<file path="config.mk">
export PLATFORM = sky130hd
export DESIGN_NAME = max_pool_reduce
export DESIGN_NICKNAME = d
export VERILOG_FILES = /design/src/rtl/max_pool_reduce_pkg.sv /design/src/rtl/max_pool_reduce_acc.sv /design/src/rtl/max_pool_reduce.sv
export SDC_FILE = /design/constraint.sdc
export NUM_CORES = 1
export LEC_CHECK = 0
export CORE_ASPECT_RATIO = 0.75
export CORE_UTILIZATION = 55
export DETAILED_ROUTE_END_ITERATION = 12
export PLACE_DENSITY = 0.79
export SETUP_SLACK_MARGIN = 0.05
export SYNTH_ARGS = -nofsm -noshare
export SYNTH_HDL_FRONTEND = slang
export SYNTH_SLANG_ARGS = --single-unit
</file>
<file path="constraint.sdc">
create_clock -name clk -period 3.76 [get_ports clk]
set_clock_uncertainty 0.15 [all_clocks]
set_input_delay 0.376 -clock clk [delete_from_list [all_inputs] [get_ports clk]]
set_output_delay 0.376 -clock clk [all_outputs]
set_load 0.01 [all_outputs]
</file>
<file path="src/rtl/max_pool_reduce_pkg.sv">
// Shared definitions for the max-pool reduction path: FSM encoding,
// per-frame window count and the signed-max helper used by pooling blocks.
package max_pool_reduce_pkg;

    localparam int unsigned MATRIX_SIZE = 24;
    localparam int unsigned ADD_SIZE    = 20;
    localparam int unsigned DATA_WIDTH  = 16;

    // Common operand width of smax; callers sign-extend into it.
    localparam int unsigned SMAX_W = 32;

    typedef enum logic [1:0] {
        ST_IDLE = 2'd0,
        ST_RUN  = 2'd1,
        ST_DONE = 2'd2
    } state_e;

    function automatic int unsigned win_count(input int unsigned ms);
        return (ms - 32'd1) * (ms - 32'd1);
    endfunction

    localparam int unsigned WIN_COUNT = win_count(MATRIX_SIZE);

    function automatic logic signed [SMAX_W-1:0] smax(
        input logic signed [SMAX_W-1:0] a,
        input logic signed [SMAX_W-1:0] b
    );
        return (a >= b) ? a : b;
    endfunction

endpackage

</file>
<file path="src/rtl/max_pool_reduce_acc.sv">
// Phase counter and running signed maximum over one 2x2 window of four
// consecutive samples; flags the accepted sample that completes a window.
module max_pool_acc
    import max_pool_reduce_pkg::*;
#(
    parameter int unsigned data_width = DATA_WIDTH
) (
    input  logic                  clk_i,
    input  logic                  rst_ni,
    input  logic                  clear_i,
    input  logic                  accept_i,
    input  logic [data_width-1:0] sample_i,
    output logic                  window_done_o,
    output logic [data_width-1:0] window_max_o
);

    logic [1:0]                   phase_q;
    logic [1:0]                   phase_d;
    logic signed [data_width-1:0] acc_q;
    logic signed [data_width-1:0] acc_d;
    logic signed [data_width-1:0] sample_s;

    assign sample_s      = sample_i;
    assign window_max_o  = data_width'(smax(SMAX_W'(acc_q), SMAX_W'(sample_s)));
    assign window_done_o = accept_i && (phase_q == 2'd3);

    // Next phase and accumulator: phase 0 loads, later phases fold in the max.
    always_comb begin
        phase_d = phase_q;
        acc_d   = acc_q;
        if (clear_i) begin
            phase_d = 2'd0;
            acc_d   = {data_width{1'b0}};
        end else if (accept_i) begin
            phase_d = phase_q + 2'd1;
            if (phase_q == 2'd0) begin
                acc_d = sample_s;
            end else begin
                acc_d = window_max_o;
            end
        end else begin
            phase_d = phase_q;
            acc_d   = acc_q;
        end
    end

    // Accumulator state registers.
    always_ff @(posedge clk_i or negedge rst_ni) begin
        if (!rst_ni) begin
            phase_q <= 2'd0;
            acc_q   <= {data_width{1'b0}};
        end else begin
            phase_q <= phase_d;
            acc_q   <= acc_d;
        end
    end

endmodule

</file>
<file path="src/rtl/max_pool_reduce.sv">
// Reduces each group of four samples to its signed maximum and writes one
// result per window to base + window index over a valid/ready handshake.
module max_pool_reduce
    import max_pool_reduce_pkg::*;
#(
    parameter int unsigned matrix_size = MATRIX_SIZE,
    parameter int unsigned add_size    = ADD_SIZE,
    parameter int unsigned data_width  = DATA_WIDTH
) (
    input  logic                  clk,
    input  logic                  reset,
    input  logic                  start,
    input  logic [add_size-1:0]   out_base,
    input  logic                  in_valid,
    input  logic [data_width-1:0] in_data,
    output logic                  in_ready,
    output logic                  out_valid,
    output logic [data_width-1:0] out_data,
    output logic [add_size-1:0]   out_add,
    input  logic                  out_ready,
    output logic                  busy,
    output logic                  done
);

    localparam int unsigned WIN_TOTAL =
        (matrix_size == MATRIX_SIZE) ? WIN_COUNT : win_count(matrix_size);
    localparam logic [add_size-1:0] WIN_LAST = add_size'(WIN_TOTAL - 32'd1);

    state_e                state_q, state_d;
    logic [add_size-1:0]   base_q, base_d;
    logic [add_size-1:0]   win_q, win_d;
    logic                  last_q, last_d;
    logic                  out_valid_q, out_valid_d;
    logic [data_width-1:0] out_data_q, out_data_d;
    logic [add_size-1:0]   out_add_q, out_add_d;
    logic                  acc_clear_s;
    logic                  accept_s;
    logic                  win_done_s;
    logic [data_width-1:0] win_max_s;

    // last_q blocks intake once the final window is loaded so nothing spills into the next frame.
    assign in_ready  = (state_q == ST_RUN) && !last_q && (!out_valid_q || out_ready);
    assign accept_s  = in_valid && in_ready;
    assign out_valid = out_valid_q;
    assign out_data  = out_data_q;
    assign out_add   = out_add_q;
    assign busy      = (state_q == ST_RUN);
    assign done      = (state_q == ST_DONE);

    max_pool_acc #(
        .data_width (data_width)
    ) u_acc (
        .clk_i         (clk),
        .rst_ni        (reset),
        .clear_i       (acc_clear_s),
        .accept_i      (accept_s),
        .sample_i      (in_data),
        .window_done_o (win_done_s),
        .window_max_o  (win_max_s)
    );

    // Next-state and output-register logic; loading a result wins over draining it.
    always_comb begin
        state_d     = state_q;
        base_d      = base_q;
        win_d       = win_q;
        last_d      = last_q;
        out_valid_d = out_valid_q;
        out_data_d  = out_data_q;
        out_add_d   = out_add_q;
        acc_clear_s = 1'b0;
        case (state_q)
            ST_IDLE, ST_DONE: begin
                if (start) begin
                    state_d     = ST_RUN;
                    base_d      = out_base;
                    win_d       = {add_size{1'b0}};
                    last_d      = 1'b0;
                    acc_clear_s = 1'b1;
                end else begin
                    state_d = state_q;
                end
            end
            ST_RUN: begin
                if (win_done_s) begin
                    out_valid_d = 1'b1;
                    out_data_d  = win_max_s;
                    out_add_d   = base_q + win_q;
                    win_d       = win_q + {{(add_size-1){1'b0}}, 1'b1};
                    if (win_q == WIN_LAST) begin
                        last_d = 1'b1;
                    end else begin
                        last_d = last_q;
                    end
                end else if (out_valid_q && out_ready) begin
                    out_valid_d = 1'b0;
                    if (last_q) begin
                        state_d = ST_DONE;
                    end else begin
                        state_d = ST_RUN;
                    end
                end else begin
                    out_valid_d = out_valid_q;
                end
            end
            default: begin
                state_d = ST_IDLE;
            end
        endcase
    end

    // State and output registers.
    always_ff @(posedge clk or negedge reset) begin
        if (!reset) begin
            state_q     <= ST_IDLE;
            base_q      <= {add_size{1'b0}};
            win_q       <= {add_size{1'b0}};
            last_q      <= 1'b0;
            out_valid_q <= 1'b0;
            out_data_q  <= {data_width{1'b0}};
            out_add_q   <= {add_size{1'b0}};
        end else begin
            state_q     <= state_d;
            base_q      <= base_d;
            win_q       <= win_d;
            last_q      <= last_d;
            out_valid_q <= out_valid_d;
            out_data_q  <= out_data_d;
            out_add_q   <= out_add_d;
        end
    end

endmodule

</file>
### Yosys cells after proc, flatten, opt, wreduce, memory -nomap -nowiden

Cells that the tools add are included.

* word-level logic and storage cells: 64
* memory bits (read-only): 0
* memories kept: 0
* memory bits (writable): 0
* latch bits: 0
* output and inout bits: 40
* bits in registers: 98
* bits of input ports: 41

* reductions and logical operators: 20
* multiply operators: 0
* muxes and demuxes: 22
* shift-type cells: 0
* bitwise logic cells: 0
* order comparisons: 1
* $add $sub $neg: 3
* div/mod/pow operators: 0
* equal/unequal tests: 9

Operators with widths (count)
* two-way mux 16 bit: 4
* two-way mux 20 bit: 2
* one-hot mux 20 bit (2 select lines): 1
* adder 20 x 1 -> 20 bit, second input constant: 1
* adder 20 bit: 1
* == test 20 x 10 -> 1 bit, second input constant: 1
* >= comparator 16 bit: 1
* two-way mux 2 bit: 6
* two-way mux 1 bit: 7
* inequality test 2 x 1 -> 1 bit, second input constant: 3
* AND reduction 2 bit: 3
* AND reduction 3 bit: 2
* nonzero test 2 bit: 3
* logical AND 1 bit: 5
* == test 2 bit, second input constant: 2
* zero test 2 bit: 2
* inequality test 2 bit, second input constant: 2
* one-hot mux 2 bit (2 select lines): 1
* AND reduction 4 bit: 1
* adder 2 x 1 -> 2 bit, second input constant: 1
* == test 2 x 1 -> 1 bit, second input constant: 1
* zero test 1 bit: 2
* one-hot mux 1 bit (2 select lines): 1
* OR reduction 2 bit: 1
* logical OR 1 bit: 1

### Logic depth before layout (Yosys ltp)

* depth in word-level cells: 7
* gate-level depth with buffers: 10
* mapped depth without buffers: 8

### Hierarchy

A second synthesis with hierarchy kept.

* cells, all modules: 644
* area, all modules: 5834.3 sq um

Modules (own cells, without submodules)
* max_pool_reduce: area each 4250.3 sq um, cells an instance 480, sequential area each 2001.9 sq um, times used 1
* max_pool_acc: area each 1584.0 sq um, cells an instance 164, sequential area each 450.4 sq um, times used 1

### Worst setup path before layout

No wires, ideal clock.

* path type: input port to flip-flop
* start: input port in_data[15]
* end: register u_acc.acc_q[0]
* arrival: 2548 ps
* stages: 9
* path buffers: 1
* setup slack: 935 ps
* required time: 3483 ps
* cells stage by stage: inv_1 ha_1 nand4_2 nor2_1 o2bb2ai_1 or4_1 buf_4 a221oi_4 mux2_1

* longest elaborated chain between the ends: 5

Ends and longest elaborated chain
* start, declared: line max_pool_reduce.sv:15 `input logic [data_width-1:0] in_data,`
* >= comparator 16 bit: line max_pool_reduce_pkg.sv:28 `return (a >= b) ? a : b;`
* two-way mux 16 bit: line max_pool_reduce_pkg.sv:28
* two-way mux 16 bit: line max_pool_reduce_acc.sv:36 `if (phase_q == 2'd0) begin`
* two-way mux 16 bit: line max_pool_reduce_acc.sv:34 `end else if (accept_i) begin`
* two-way mux 16 bit: line max_pool_reduce_acc.sv:31 `if (clear_i) begin`
* end signal, assigned: line max_pool_reduce_acc.sv:51 `acc_q <= {data_width{1'b0}};`
* end, declared: line max_pool_reduce_acc.sv:19 `logic signed [data_width-1:0] acc_q;`

No other way between the ends. The select of a mux whose other input is x is not followed.
A chain may end at the register's enable or synchronous reset.

### Worst setup path after layout

* start: register win_q[0]
* end: register out_add_q[16], in the netlist out_add[16]

* longest elaborated chain between the ends: 1

Ends and longest elaborated chain
* start, declared: line max_pool_reduce.sv:31 `logic [add_size-1:0] win_q, win_d;`
* start signal, assigned: line max_pool_reduce.sv:117 `win_q <= {add_size{1'b0}};`
* start signal, assigned: line max_pool_reduce.sv:125 `win_q <= win_d;`
* adder 20 bit: line max_pool_reduce.sv:88 `out_add_d = base_q + win_q;`
* end signal, assigned: line max_pool_reduce.sv:121 `out_add_q <= {add_size{1'b0}};`
* end signal, assigned: line max_pool_reduce.sv:129 `out_add_q <= out_add_d;`
* end, declared: line max_pool_reduce.sv:35 `logic [add_size-1:0] out_add_q, out_add_d;`

No other way between the ends.

==> insert_results.sql <==
INSERT INTO impl_metrics (metric_group, metric, value, unit) VALUES
('cells_and_area', 'final_util', '0.691', ''),
('placed_design', 'half_perimeter_wire_length_of_the_detailed_placement_result', '10400', 'microns'),
('worst_setup_path', 'path_cells', 'ha_1, fa_1, a211oi_1, o21ai_1, a311oi_1, o21ai_1, or3_1, nand3_1', ''),
('power', 'power_density', '634', 'nW/um^2'),
('die', 'effective_utilization_at_floorplan', '0.568', ''),
('run_status', 'run_status', 'completed', ''),
('die', 'die_x', '121', 'microns'),
('cells_and_area', 'ff_latch_area', '2450', 'sq um'),
('die', 'design.core.area', '10300', 'sq um'),
('clock_network', 'cts-buffers-inserted', '9', ''),
('synth', 'ys_seq_area_frac', '0.418', ''),
('worst_setup_path', 'path_class', 'flip-flop to flip-flop', ''),
('worst_setup_path', 'end_kind', 'flip-flop', ''),
('synth', 'synthesis.nets', '725', ''),
('die', 'pin_count', '81', ''),
('power', 'vdd.ir_drop.worst', '362', 'uV'),
('cells_and_area', 'drive_above_1_share', '0.0485', ''),
('detailed_routing', 'dr_total_vias', '5165', ''),
('synth', 'ys_warn_count', '0', ''),
('clock_network', 'cts_tree', 'built', ''),
('global_route', 'grt_first_pass_wirelength', '25000', 'microns'),
('detailed_routing', 'drt_iter0_drc', '438', ''),
('clock_network', 'ctsResizeCount', '0', ''),
('clock_network', 'cts_root_buffer', 'sky130_fd_sc_hd__clkbuf_16', ''),
('detailed_routing', 'drt_pass1_iterations', '5', ''),
('timing', 'max_freq', '311', 'MHz'),
('die', 'floorplan.die_area', '11100', 'sq um'),
('cells_and_area', 'antenna-diode-count', '0', ''),
('worst_setup_path', 'critical_path.max_stage_delay', '580', 'ps'),
('synth', 'synth_top_cells_by_area', 'sky130_fd_sc_hd__dfrtp_1 (42%), sky130_fd_sc_hd__mux2i_1 (8.7%), sky130_fd_sc_hd__nand2_1 (8.6%)', ''),
('clock_network', 'worstSkewPairLatency', '350', 'ps'),
('worst_setup_path', 'critPathArrivalTime', '3340', 'ps'),
('synth', 'library_cell_with_the_largest_summed_area_after_synthesis', 'sky130_fd_sc_hd__dfrtp_1', ''),
('synth', 'postSynthRegisterBits', '98', ''),
('detailed_routing', 'antenna_violating_nets_post_route', '0', ''),
('cells_and_area', 'num-nets-final', '798', ''),
('cells_and_area', 'layout.filler_cells', '802', ''),
('worst_setup_path', 'library_cell_contributing_the_largest_single_delay_on_the_critical_path', 'sky130_fd_sc_hd__a311oi_1', ''),
('global_route', 'grt_use_total', '0.289', ''),
('worst_setup_path', 'cp_common_cell', 'sky130_fd_sc_hd__o21ai_1', ''),
('cells_and_area', 'area.growth.synth_to_final', '21.6', '%'),
('detailed_routing', 'finalWirelength', '14800', 'microns'),
('die', 'placement_rows', '32', ''),
('timing', 'final-setup-viol-count', '0', ''),
('power', 'leakage', '3.39', 'nW'),
('global_route', 'initial_antenna_violation_count', '0', ''),
('worst_setup_path', 'critical_path.max_fanout', '6', ''),
('placed_design', 'placed_cells', '841', ''),
('synth', 'asyncSetResetFlopFracSynth', '1.00', ''),
('global_route', 'gr-total-overflow', '0', ''),
('global_route', 'number_of_global_route_vias_before_repair', '5107', ''),
('worst_hold_path', 'min_path_type', 'flip-flop to flip-flop', ''),
('clock_network', 'cts_buffer_depth', '2', ''),
('cells_and_area', 'finish.instance_area', '7130', 'sq um'),
('worst_setup_path', 'cp.buffers_inverters', '0', ''),
('global_route', 'grt_start_max_net_pins', '47', ''),
('clock_network', 'cts_htree_levels', '3', ''),
('timing', 'relSlewSlack', '0.513', ''),
('timing', 'setup_repair_after_global_routing_missed_its_margin', 'no', ''),
('worst_setup_path', 'critPathLaunchType', 'flip-flop', ''),
('worst_setup_path', 'crit_family', 'compound AO/OA/AOI/OAI gates', ''),
('synth', 'synth_ff_type', 'sky130_fd_sc_hd__dfrtp_1', ''),
('placed_design', 'gp_congestion', '0.898', ''),
('synth', 'postSynthAreaPerCell', '9.11', 'sq um'),
('timing', 'report.final.slew_viol_count', '0', ''),
('worst_setup_path', 'critical_path_required', '3890', 'ps'),
('cells_and_area', 'multi_input_comb_area', '3200', 'sq um'),
('flow_run', 'max_cap_violations', '0', ''),
('detailed_routing', 'post_drt_wl_per_cell', '17.3', 'microns'),
('synth', 'post-synth-top-area-fraction', '0.418', ''),
('timing', 'worstMarginPinSlew', '731', 'ps');
-- logic make-up after synthesis --
| kind of cell | synth area share |
|---|---|
| fa+ha+maj | 0.0866 |
| buf+inv | 0.0397 |
| xor+xnor | 0.0254 |
| simple gates | 0.207 |
| compound gates | 0.135 |
| flops | 0.418 |
| mux | 0.0889 |
-- area by class of cell --
type	count	share of cell area
Clock inverter	2	0.00842
Sequential cell	98	0.344
Inverter	27	0.0142
Tap cell	136	0.0239
Clock buffer	14	0.0356
Multi-Input combinational cell	488	0.448
Timing Repair Buffer	93	0.126
-- routing by layer --
layer  GRT usage  vias to the layer above  part of all wire
met1       0.416                     2487              0.48
met4      0.0710                        0             0.017
met5           0                        -                 0
met2       0.446                      199              0.45
li1            -                     2451                 -
met3      0.0528                       28             0.058
-- cells in the mapped netlist (all sizes together) (7+ instances only) --
| master | number |
|---|---|
| nand2 | 134 |
| dfrtp | 98 |
| mux2i | 51 |
| nor2 | 42 |
| ha | 39 |
| a21oi | 27 |
| inv | 27 |
| o21ai | 25 |
| clkbuf | 24 |
| a221oi | 17 |
| nand3 | 17 |
| nand4 | 17 |
| nor3 | 13 |
| xor2 | 9 |
| a21o | 8 |
| o31ai | 8 |
| xnor2 | 8 |
| and3 | 7 |
| buf | 7 |
-- layout by cell type, fill, tap and decap left out, drive strengths merged, types with 5 or more instances in the layout --
cell	n
nand3	17
or3	5
nand4	17
nor3	13
o21ai	25
xnor2	8
buf	13
dfrtp	98
ha	39
xor2	9
nand2	134
a221oi	17
a21oi	27
o31ai	8
clkdlybuf4s50	79
o211ai	5
mux2i	51
and3	7
clkbuf	14
a21o	8
nor2b	5
nor2	42
inv	27
-- path summary, 6_finish.rpt --
kind / cells after the start / from / end / slack (ps)
min in group asynchronous: 2 / reset / out_data[11]$_DFFE_PN0P_ / 440
max in group asynchronous: 3 / reset / out_add[5]$_DFFE_PN0P_ / 2160
hold reg to reg: 2 / out_add[17]$_DFFE_PN0P_ / out_add[17]$_DFFE_PN0P_ / 330
setup reg to reg: 8 / win_q[0]$_DFFE_PN0P_ / out_add[16]$_DFFE_PN0P_ / 550
hold / removal: 2 / out_add[17]$_DFFE_PN0P_ / out_add[17]$_DFFE_PN0P_ / 330
setup / recovery: 8 / win_q[0]$_DFFE_PN0P_ / out_add[16]$_DFFE_PN0P_ / 550
-- worst reg2reg max path: cells and delay by family (launching register included) --
kind                     cells  cell delay, ps
flip-flops                   1             430
adder cells (fa/ha/maj)      2             670
AND/OR/NAND/NOR              2             490
AO/OA/AOI/OAI                4            1410
-- where the power goes --
| group | leakage (nW) | internal (mW) | total (mW) | switching, mW |
|---|---|---|---|---|
| combinational | 2.01 | 0.957 | 1.92 | 0.962 |
| sequential | 1.22 | 1.37 | 1.62 | 0.253 |
| clock | 0.151 | 0.603 | 0.981 | 0.378 |
| total | 3.39 | 2.93 | 4.52 | 1.59 |
-- through the flow --
stage               hold WS [ps]  setup slack [ps]  total power, mW
finish                       334               547             4.52
detailed placement           269               320             3.53
global route                 362               400             4.82
global placement             267               476             3.44
CTS                          338               595             4.54
floorplan                  -69.6               935             2.78
-- what timing repair did --
action	CTS	global route
endpoints found under the hold margin	44	0
endpoints found under the setup margin	0	0
hold buffers	1	0
setup buffers	0	0
-- state kept, by name, summed over array words and instances, names as in the netlist --
signal / count
out_add: 20
u_acc.acc_q: 16
u_acc.phase_q: 2
base_q: 20
out_valid: 1
state_q: 2
win_q: 20
last_q: 1
out_data: 16
No activity file was read; power rests on OpenSTA's default activity.
